==> src/rtl/ysyx_210247_clint_mh.sv <==
// Multi-hart core-local interruptor: a prescaled 64-bit mtime, one mtimecmp
// and one MSIP bit per hart, behind a valid/ready request channel with a
// registered, one-outstanding response channel. The mtip/msip outputs are raw;
// any gating by mstatus.MIE or mie happens in the CSR unit.
module ysyx_210247_clint_mh #(
  parameter int unsigned NHART        = 2,
  parameter int unsigned TICK_DIV     = 2,
  parameter logic [63:0] MTIMECMP_RST = 64'd700000,
  parameter int unsigned AW           = 16
) (
  input  logic             clk,
  input  logic             rst,
  input  logic             req_valid,
  output logic             req_ready,
  input  logic [AW-1:0]    req_addr,
  input  logic             req_wen,
  input  logic [63:0]      req_wdata,
  input  logic [7:0]       req_wstrb,
  output logic             rsp_valid,
  input  logic             rsp_ready,
  output logic [63:0]      rsp_rdata,
  output logic             rsp_err,
  output logic [63:0]      mtime_o,
  output logic [NHART-1:0] mtip,
  output logic [NHART-1:0] msip
);

  localparam int unsigned   DW       = (TICK_DIV > 1) ? $clog2(TICK_DIV) : 1;
  localparam logic [DW-1:0] DIV_LAST = DW'(TICK_DIV - 1);
  localparam int unsigned   HW       = 4;  // hart index width, up to 16 harts

  typedef enum logic [1:0] {
    TGT_NONE,
    TGT_MSIP,
    TGT_MTIMECMP,
    TGT_MTIME
  } tgt_e;

  // Byte-wise merge of write data into an existing 64-bit value.
  function automatic logic [63:0] merge_bytes(input logic [63:0] old_v,
                                              input logic [63:0] new_v,
                                              input logic [7:0]  strb);
    logic [63:0] res;
    for (int b = 0; b < 8; b++) begin
      res[8*b +: 8] = strb[b] ? new_v[8*b +: 8] : old_v[8*b +: 8];
    end
    return res;
  endfunction

  // Architectural state
  logic [DW-1:0]    div_cnt_q, div_cnt_d;
  logic [63:0]      mtime_q, mtime_d;
  logic [63:0]      mtimecmp_q [NHART];
  logic [63:0]      mtimecmp_d [NHART];
  logic [NHART-1:0] msip_q, msip_d;

  // Response channel state
  logic             rsp_valid_q, rsp_valid_d;
  logic [63:0]      rsp_rdata_q, rsp_rdata_d;
  logic             rsp_err_q, rsp_err_d;

  // Request decode
  logic [31:0]      addr_w;
  tgt_e             tgt;
  logic [HW-1:0]    hart;
  logic             lane_hi;
  logic             accept;
  logic             tick;
  logic [63:0]      rd_data;

  assign addr_w    = 32'(req_addr);
  assign lane_hi   = req_addr[2];
  assign req_ready = !rsp_valid_q || rsp_ready;
  assign accept    = req_valid && req_ready;
  assign tick      = (div_cnt_q == DIV_LAST);

  // Map the byte offset onto a register class and hart index.
  always_comb begin
    // NOTE: every combinational output gets a default first, so no path
    // through the block leaves it unassigned and no latch is inferred.
    tgt  = TGT_NONE;
    hart = '0;
    if (addr_w == 32'h0000_BFF8) begin
      tgt = TGT_MTIME;
    end else if ((addr_w < 32'(4 * NHART)) && (addr_w[1:0] == 2'b00)) begin
      tgt  = TGT_MSIP;
      hart = addr_w[5:2];
    end else if ((addr_w >= 32'h0000_4000) &&
                 (addr_w < 32'h0000_4000 + 32'(8 * NHART)) &&
                 (addr_w[2:0] == 3'b000)) begin
      tgt  = TGT_MTIMECMP;
      hart = addr_w[6:3];
    end
  end

  // Read mux over pre-edge register values; MSIP sits in the lane picked by addr[2].
  always_comb begin
    rd_data = '0;
    case (tgt)
      TGT_MSIP: begin
        for (int h = 0; h < NHART; h++) begin
          if (hart == HW'(h)) begin
            rd_data = lane_hi ? {31'd0, msip_q[h], 32'd0} : {63'd0, msip_q[h]};
          end
        end
      end
      TGT_MTIMECMP: begin
        for (int h = 0; h < NHART; h++) begin
          if (hart == HW'(h)) rd_data = mtimecmp_q[h];
        end
      end
      TGT_MTIME: rd_data = mtime_q;
      default:   rd_data = '0;
    endcase
  end

  // Prescaler, mtime increment and register writes; a write to MTIME beats the tick.
  always_comb begin
    div_cnt_d  = tick ? '0 : div_cnt_q + DW'(1);
    mtime_d    = tick ? mtime_q + 64'd1 : mtime_q;
    mtimecmp_d = mtimecmp_q;
    msip_d     = msip_q;
    if (accept && req_wen) begin
      case (tgt)
        TGT_MSIP: begin
          for (int h = 0; h < NHART; h++) begin
            if ((hart == HW'(h)) && req_wstrb[lane_hi ? 4 : 0]) begin
              msip_d[h] = req_wdata[lane_hi ? 32 : 0];
            end
          end
        end
        TGT_MTIMECMP: begin
          for (int h = 0; h < NHART; h++) begin
            if (hart == HW'(h)) begin
              mtimecmp_d[h] = merge_bytes(mtimecmp_q[h], req_wdata, req_wstrb);
            end
          end
        end
        TGT_MTIME: mtime_d = merge_bytes(mtime_q, req_wdata, req_wstrb);
        default:   ;
      endcase
    end
  end

  // Response: load on accept, hold until consumed, drop when consumed with nothing new.
  always_comb begin
    rsp_valid_d = accept || (rsp_valid_q && !rsp_ready);
    rsp_rdata_d = rsp_rdata_q;
    rsp_err_d   = rsp_err_q;
    if (accept) begin
      rsp_rdata_d = req_wen ? 64'd0 : rd_data;
      rsp_err_d   = (tgt == TGT_NONE);
    end
  end

  // State registers with synchronous reset.
  always_ff @(posedge clk) begin
    // NOTE: sequential state uses non-blocking assignments so every flop
    // samples pre-edge values regardless of statement order.
    if (rst) begin
      div_cnt_q   <= '0;
      mtime_q     <= '0;
      msip_q      <= '0;
      rsp_valid_q <= 1'b0;
      rsp_rdata_q <= '0;
      rsp_err_q   <= 1'b0;
      // NOTE: the compare array is architectural state with a defined reset
      // value, so it is reset here rather than left to a RAM macro.
      for (int h = 0; h < NHART; h++) begin
        mtimecmp_q[h] <= MTIMECMP_RST;
      end
    end else begin
      div_cnt_q   <= div_cnt_d;
      mtime_q     <= mtime_d;
      msip_q      <= msip_d;
      rsp_valid_q <= rsp_valid_d;
      rsp_rdata_q <= rsp_rdata_d;
      rsp_err_q   <= rsp_err_d;
      for (int h = 0; h < NHART; h++) begin
        mtimecmp_q[h] <= mtimecmp_d[h];
      end
    end
  end

  // Interrupt lines come purely from registered state.
  always_comb begin
    for (int h = 0; h < NHART; h++) begin
      mtip[h] = (mtime_q >= mtimecmp_q[h]);
    end
  end

  assign msip      = msip_q;
  assign mtime_o   = mtime_q;
  assign rsp_valid = rsp_valid_q;
  assign rsp_rdata = rsp_rdata_q;
  assign rsp_err   = rsp_err_q;

endmodule

==> config.mk <==
export PLATFORM = sky130hd
export DESIGN_NAME = ysyx_210247_clint_mh
export DESIGN_NICKNAME = d
export VERILOG_FILES = /design/src/rtl/ysyx_210247_clint_mh.sv
export SDC_FILE = /design/constraint.sdc
export NUM_CORES = 1
export LEC_CHECK = 0
export CAP_MARGIN = 25
export CORE_UTILIZATION = 28
export CTS_BUF_LIST = sky130_fd_sc_hd__clkbuf_16
export DETAILED_ROUTE_END_ITERATION = 12
export PLACE_DENSITY = 0.55
export SLEW_MARGIN = 20
export SYNTH_ARGS = -nofsm -noshare
export SYNTH_HDL_FRONTEND = slang
export SYNTH_SLANG_ARGS = --single-unit
==> constraint.sdc <==
create_clock -name clk -period 2.4 [get_ports clk]
set_input_delay 0.6 -clock clk [delete_from_list [all_inputs] [get_ports clk]]
set_output_delay 0.6 -clock clk [all_outputs]
set_load 0.03 [all_outputs]
==> metrics.txt, run 1 <==
Met3 Wirelength 4.42 mm; Crit path largest cell delay 330 ps; Adder-Cell Fraction of Synth Area 0.105; Initial DRC Count 1365; CTS Buf Count 36; final setup fails 2; Hold Crit Depth 2; Clk Latency, worst-skew pair 550 ps; Max-Cap Viols 0; DIE AREA 56100 µm²; drt first pass iters 8; crit path capture type output pin; crit path max-delay cell type dfxtp_2; global-route wire length before repair 100 mm; grt total ovfl 0; Slew Limit Fails 0; synthesized area 15400 µm²; setup TNS -1850 ps; Routed WL per cell 20.1 µm; CTS tree done; synth warn 0; actual slew at the worst max-slew pin 674 ps; Detail Placement HPWL 49.2 mm; largest net degree at the start of global routing 95; Period minus WS final 3340 ps; post-synthesis xor/xnor area fraction 0.000567; number of antenna diodes 0; via/cell ratio 5.32; most common cell after layout, fill and taps aside buf_4; Synth Area in Compound Gates 0.207; hold-fix buffers at CTS 0; via count 17400; Die H 237 µm; Final WS setup -937 ps; most frequent cells in the layout buf_4 (413), nand2_1 (292), dfxtp_1 (202); Max Fclk 300 MHz; WP buf/inv 3; slew margin rel. 0.550; chip width 237 µm; share of cells above drive strength 1 0.276; share of the yosys chip area belonging to registers 0.338; Top Metal Used met4; Post-DRT Antenna Nets 0; core area 54100 µm²; initial antenna violation count 1; starting density of the core 0.285; Clock transition at path regs 50 ps; Hold Crit Class input port to flop; synthesized area per cell 7.93 µm²; area grow syn2layout 55.5%; Remaining DRCs 0; simple logic cell fraction of the synthesized area 0.231; worst-path fanout max 2; PD cells 410 nW/µm²; I/O pins 228; maximum VDD drop 0.383 mV; Clock Tree Root clkbuf_16; metal2 WL 30.5 mm; Placement Rows 85; met1 wire length 28.8 mm; critical path type flop to output pin; Reg2Reg Depth 11; Synth Register Bits 261; leakage 9.63 nW; CTS sink cnt 261; Most common cell on crit path a211oi_4; post-synth cell types 76; Buffers on Ports 227; CP Data Required Time 1800 ps; RSZ-0062 raised after global routing yes; synthesized instance count 1948; EDFF count, synth 0; main flop type after synthesis dfxtp_1; syn nets 2170; failing checks negative setup slack; Detailed Route WL 65.7 mm; CTS H-tree lvls 2; post-synthesis mux area share 0.0526; Synth async-reset ratio 0; largest family of logic cells by synthesized area simple AND/OR/NAND/NOR gates; Hold Vio Cnt, Final 0; worst-case clock buffer depth 3; Crit path depth 10; clock skew 14.8 ps; crit start category flop; crit path DAT 2740 ps; Final #Nets 2778; Hold Slack 377 ps; GP Congestion 0.924; worst slack at placement -810 ps; gr usage total 0.230; status complete, but fails checks; CP delay by family, top compound AO/OA/AOI/OAI gates; fin crit share 1.39; worst-path cell chain inv_2 -> ha_4 -> a21o_1 -> a21oi_2 -> buf_4 -> a211oi_4 -> o31a_1 -> o31ai_4 -> a211oi_4 -> buf_6; vias in the first global route 17100
[cells by family after synthesis]
family	count (synthesis)
fa+ha+maj	129
buf+inv	251
simple gates	726
compound gates	500
mux	80
xor+xnor	1
flops	261
[routing by layer]
layer	track usage	vias to the layer above
li1	-	8310
met1	0.302	8333
met2	0.380	673
met3	0.0391	116
met4	0.0748	0
met5	0	-
[timing repair]
action | in CTS | in global routing
cloned | 3 | 0
pin swaps | 40 | 49
setup buffers | 19 | 18
setup endpoints to repair | 237 | 190
resized for setup | 134 | 103
[cell usage after synthesis, types with 3 or more instances]
| cell type | instances | area, µm² |
|---|---|---|
| a21o_1 | 11 | 82.6 |
| a221oi_1 | 7 | 61.3 |
| clkbuf_1 | 76 | 285 |
| a22oi_1 | 4 | 30.0 |
| nand2b_1 | 4 | 25.0 |
| o221ai_1 | 3 | 26.3 |
| nand4_1 | 41 | 257 |
| a2111oi_0 | 12 | 105 |
| or3_1 | 15 | 93.8 |
| mux2i_1 | 71 | 711 |
| o21a_1 | 9 | 67.6 |
| buf_2 | 20 | 100 |
| a21oi_1 | 171 | 856 |
| o21ai_0 | 108 | 541 |
| or4_1 | 6 | 45.0 |
| a41oi_1 | 4 | 35.0 |
| buf_1 | 6 | 22.5 |
| a311o_1 | 10 | 100 |
| buf_6 | 6 | 67.6 |
| nor2_1 | 74 | 278 |
| nor4_1 | 21 | 131 |
| a211oi_1 | 13 | 97.6 |
| o21bai_1 | 3 | 22.5 |
| nand2_1 | 302 | 1130 |
| and3_1 | 17 | 106 |
| o22ai_1 | 7 | 43.8 |
| and2_1 | 10 | 62.6 |
| inv_1 | 141 | 529 |
| and4_1 | 15 | 131 |
| dfxtp_1 | 261 | 5230 |
| nor3b_1 | 4 | 30.0 |
| o31ai_1 | 3 | 22.5 |
| nor3_1 | 32 | 160 |
| o211ai_1 | 20 | 150 |
| nand3_1 | 150 | 751 |
| nor2b_1 | 4 | 25.0 |
| ha_1 | 129 | 1610 |
| or2_2 | 3 | 18.8 |
| nor4_4 | 4 | 85.1 |
| a22o_1 | 64 | 561 |
| mux2_2 | 9 | 101 |
| a31oi_1 | 29 | 181 |
| a311oi_1 | 5 | 43.8 |
| nor2_2 | 3 | 18.8 |
| nand4b_1 | 4 | 35.0 |
[path summary, 6_finish.rpt]
kind                  start        endpoint  slack (ps)
max          mtimecmp_q[78]         mtip[0]        -940
min                     rst  mtimecmp_q[59]         380
max reg2reg      mtime_o[6]     mtime_o[37]          90
min reg2reg  mtimecmp_q[96]  mtimecmp_q[96]         460
[sequential cells by signal (all words and copies together) (netlist names)]
name	flops
div_cnt_q	1
msip	2
mtime_o	64
mtimecmp_q	128
rsp_err	1
rsp_rdata	64
rsp_valid	1
[area by class of cell]
type	count	area, µm²
Clock buffer	37	926
Tap cell	696	871
Clock inverter	26	128
Timing Repair Buffer	680	6030
Fill cell	5234	30100
Sequential cell	261	5350
Multi-Input combinational cell	1436	10200
Inverter	141	532
[metrics by stage]
step | power, mW | std cells | utilization | instance area [µm²]
CTS | 9.94 | 3261 | 0.433 | 23400
finish | 9.83 | 3277 | 0.443 | 24000
floorplan | 4.59 | 1948 | - | 15800
global placement | 4.98 | 3176 | 0.402 | 21800
detailed placement | 4.98 | 3176 | 0.402 | 21800
global route | 10.2 | 3277 | 0.443 | 24000
[where the power goes]
group	switching [mW]	total, mW	internal [mW]
Clock	2.07	4.93	2.87
Sequential	0.00699	4.33	4.32
Combinational	0.342	0.575	0.233
Power figures use the tool's default switching activity.
==> run 2, diff against run 1 <==
--- a/config.mk
+++ b/config.mk
@@ -10,6 +10,7 @@
 export CTS_BUF_LIST = sky130_fd_sc_hd__clkbuf_16
 export DETAILED_ROUTE_END_ITERATION = 12
 export PLACE_DENSITY = 0.55
+export SETUP_SLACK_MARGIN = 0.5
 export SLEW_MARGIN = 20
 export SYNTH_ARGS = -nofsm -noshare
 export SYNTH_HDL_FRONTEND = slang
==> metrics.txt, run 2 (synthesized netlist as in run 1, its figures left out) <==
status complete, but fails checks (unchanged); R2R Setup Slk -10 ps (was 90 ps); vias in the first global route 18300 (was 17100); Clk Latency, worst-skew pair 560 ps (was 550 ps); global-route wire length before repair 106 mm (was 100 mm); max FFs per register 128 (unchanged); CTS tree done (unchanged); total power 9.90 mW (was 9.83 mW); gr usage total 0.243 (was 0.230); hold-fix buffers at CTS 0 (unchanged); post-route insts no fill 3398 (was 3277); grt total ovfl 0 (unchanged); crit start category flop (unchanged); Detail Placement HPWL 49.2 mm (about the same); clock skew 25.7 ps (was 14.8 ps); crit path capture type output pin (unchanged); Worst Min Path Start rst (unchanged); via/cell ratio 5.40 (was 5.32); Hold Path End mtimecmp_q[104] (was mtimecmp_q[59]); Routed WL per cell 21.2 µm (was 20.1 µm); Hold Crit Class input port to flop (unchanged); Final WS setup -907 ps (was -937 ps); largest net degree at the start of global routing 88 (was 95); Clock transition at path regs 60 ps (was 50 ps); worst-path fanout max 2 (unchanged); most common cell after layout, fill and taps aside buf_4 (unchanged); most frequent cells in the layout buf_4 (383), nand2_1 (200), dfxtp_1 (184) (was buf_4 (413), nand2_1 (292), dfxtp_1 (202)); actual slew at the worst max-slew pin 602 ps (was 674 ps); Clock Tree Root clkbuf_16 (unchanged); Die H 237 µm (unchanged); area grow syn2layout 82.3% (was 55.5%); Hold Vio Cnt, Final 0 (unchanged); CTS sink cnt 261 (unchanged); Worst R2R End mtime_o[60] (was mtime_o[37]); GR peak layer met2 (unchanged); drt first pass iters 6 (was 8); fin crit share 1.38 (was 1.39); RSZ-0062 raised after global routing yes (unchanged); Remaining DRCs 0 (unchanged); DIE AREA 56100 µm² (unchanged); final instance area 28100 µm² (was 24000 µm²); Period minus WS final 3310 ps (was 3340 ps); placed cells 3167 (was 3176); Max-Cap Viols 0 (unchanged); chip width 237 µm (unchanged); maximum VDD drop 0.375 mV (was 0.383 mV); Placement Rows 85 (unchanged); Buffers on Ports 227 (unchanged); worst r2r src mtime_o[1] (was mtime_o[6]); share of cells above drive strength 1 0.486 (was 0.276); Placed Area 22700 µm² (was 21800 µm²); GP Congestion 0.926 (was 0.924); final setup fails 3 (was 2); crit path DAT 2710 ps (was 2740 ps); initial antenna violation count 0 (was 1); CP Data Required Time 1800 ps (about the same); met1 usage 0.304 (was 0.302); Max Fclk 302 MHz (was 300 MHz); worst-case clock buffer depth 3 (unchanged); Detailed Route WL 72.1 mm (was 65.7 mm); Final #Nets 2900 (was 2778); grt met2 use 0.414 (was 0.380); Reg2Reg Depth 10 (was 11); slew margin rel. 0.599 (was 0.550); via count 18300 (was 17400); Top reg by flops mtimecmp_q (unchanged); leakage 10.9 nW (was 9.63 nW); M3 GR Usage 0.0361 (was 0.0391); I/O pins 228 (unchanged); PD cells 352 nW/µm² (was 410 nW/µm²); worst slack at placement -697 ps (was -810 ps); Initial DRC Count 1148 (was 1365); Post-DRT Antenna Nets 0 (unchanged); critical path type flop to output pin (unchanged); number of antenna diodes 0 (unchanged); setup TNS -1820 ps (was -1850 ps); core area 54100 µm² (unchanged); starting density of the core 0.285 (unchanged); failing checks negative setup slack (unchanged); CTS Buf Count 34 (was 36); CTS H-tree lvls 2 (unchanged); Slew Limit Fails 0 (unchanged); Hold Crit Depth 2 (unchanged)
[run 2: cell count changes in the layout (fill, tap and decap cells not counted), moves of 37 or more]
| cell | previous run | this run |
|---|---|---|
| clkdlybuf4s50_1 | 173 | 72 |
| buf_2 | 0 | 43 |
| a21oi_1 | 160 | 98 |
| nand2_2 | 11 | 48 |
| nand3_1 | 143 | 51 |
| nand3_2 | 6 | 86 |
| nand2_4 | 0 | 40 |
| buf_6 | 19 | 156 |
| nand2_1 | 292 | 200 |
| a21oi_2 | 10 | 70 |
[run 2: final cells by class]
class,count,area (µm²)
tap,696,871
inverter,141,529
sequential,261,5400
clock inverter,23,114
multi-input combinational,1436,12400
clock buffer,37,926
fill,4888,26000
timing repair buffer,804,7920
[run 2: per-stage QoR]
stage	util	hold slack, ps
5_1_grt	0.520	383
3_5_place_dp	0.419	459
6_report	0.520	393
3_3_place_gp	0.419	453
4_1_cts	0.477	368
2_1_floorplan	-	439
[run 2: critical path, stage by stage, from the launching register on]
cell,delay [ps]
dfxtp_2,330
inv_2,40
ha_4,260
nor4_2,50
nor3_2,270
a21oi_4,140
a2111oi_4,360
o31ai_2,130
buf_4,180
a211oi_4,230
buf_6,170
[run 2: per-layer routing]
layer | share of wire | vias to the layer above
met5 | 0 | -
met4 | 0.053 | 0
met3 | 0.054 | 190
met2 | 0.47 | 654
met1 | 0.42 | 8934
li1 | - | 8556
[run 2: power by group]
part | switching, mW | total (mW) | leakage, nW | internal (mW)
Combinational | 0.415 | 0.682 | 8.26 | 0.267
Sequential | 0.00849 | 4.31 | 2.15 | 4.31
Clock | 2.13 | 4.91 | 0.530 | 2.78
Total | 2.55 | 9.90 | 10.9 | 7.35
[run 2: what timing repair did]
item                       in CTS  in global routing
resized for setup             887                386
gates cloned                   15                  7
buffers inserted               81                 68
pin swaps                     124                178
setup endpoints to repair     393                335
[run 2: how the worst max path moves through the flow]
stage / from / endpoint / slack [ps]
5_1_grt: mtimecmp_q[53] / mtip[1] / -1090
3_5_place_dp: req_addr[14] / mtime_o[14] / -700
4_1_cts: mtimecmp_q[90] / mtip[0] / -890
6_report: mtimecmp_q[92] / mtip[0] / -910
3_3_place_gp: req_addr[14] / mtime_o[14] / -570
2_1_floorplan: mtime_o[30] / mtip[0] / -120
==> run 3, diff against run 2 <==
--- a/config.mk
+++ b/config.mk
@@ -5,9 +5,10 @@
 export SDC_FILE = /design/constraint.sdc
 export NUM_CORES = 1
 export LEC_CHECK = 0
-export CAP_MARGIN = 25
+export CAP_MARGIN = 40
 export CORE_UTILIZATION = 28
 export CTS_BUF_LIST = sky130_fd_sc_hd__clkbuf_16
+export CTS_CLUSTER_DIAMETER = 100
 export DETAILED_ROUTE_END_ITERATION = 12
 export PLACE_DENSITY = 0.55
 export SETUP_SLACK_MARGIN = 0.5
==> results of run 3 <==
The final DEF is identical to that of run 2; final timing and power are the same.
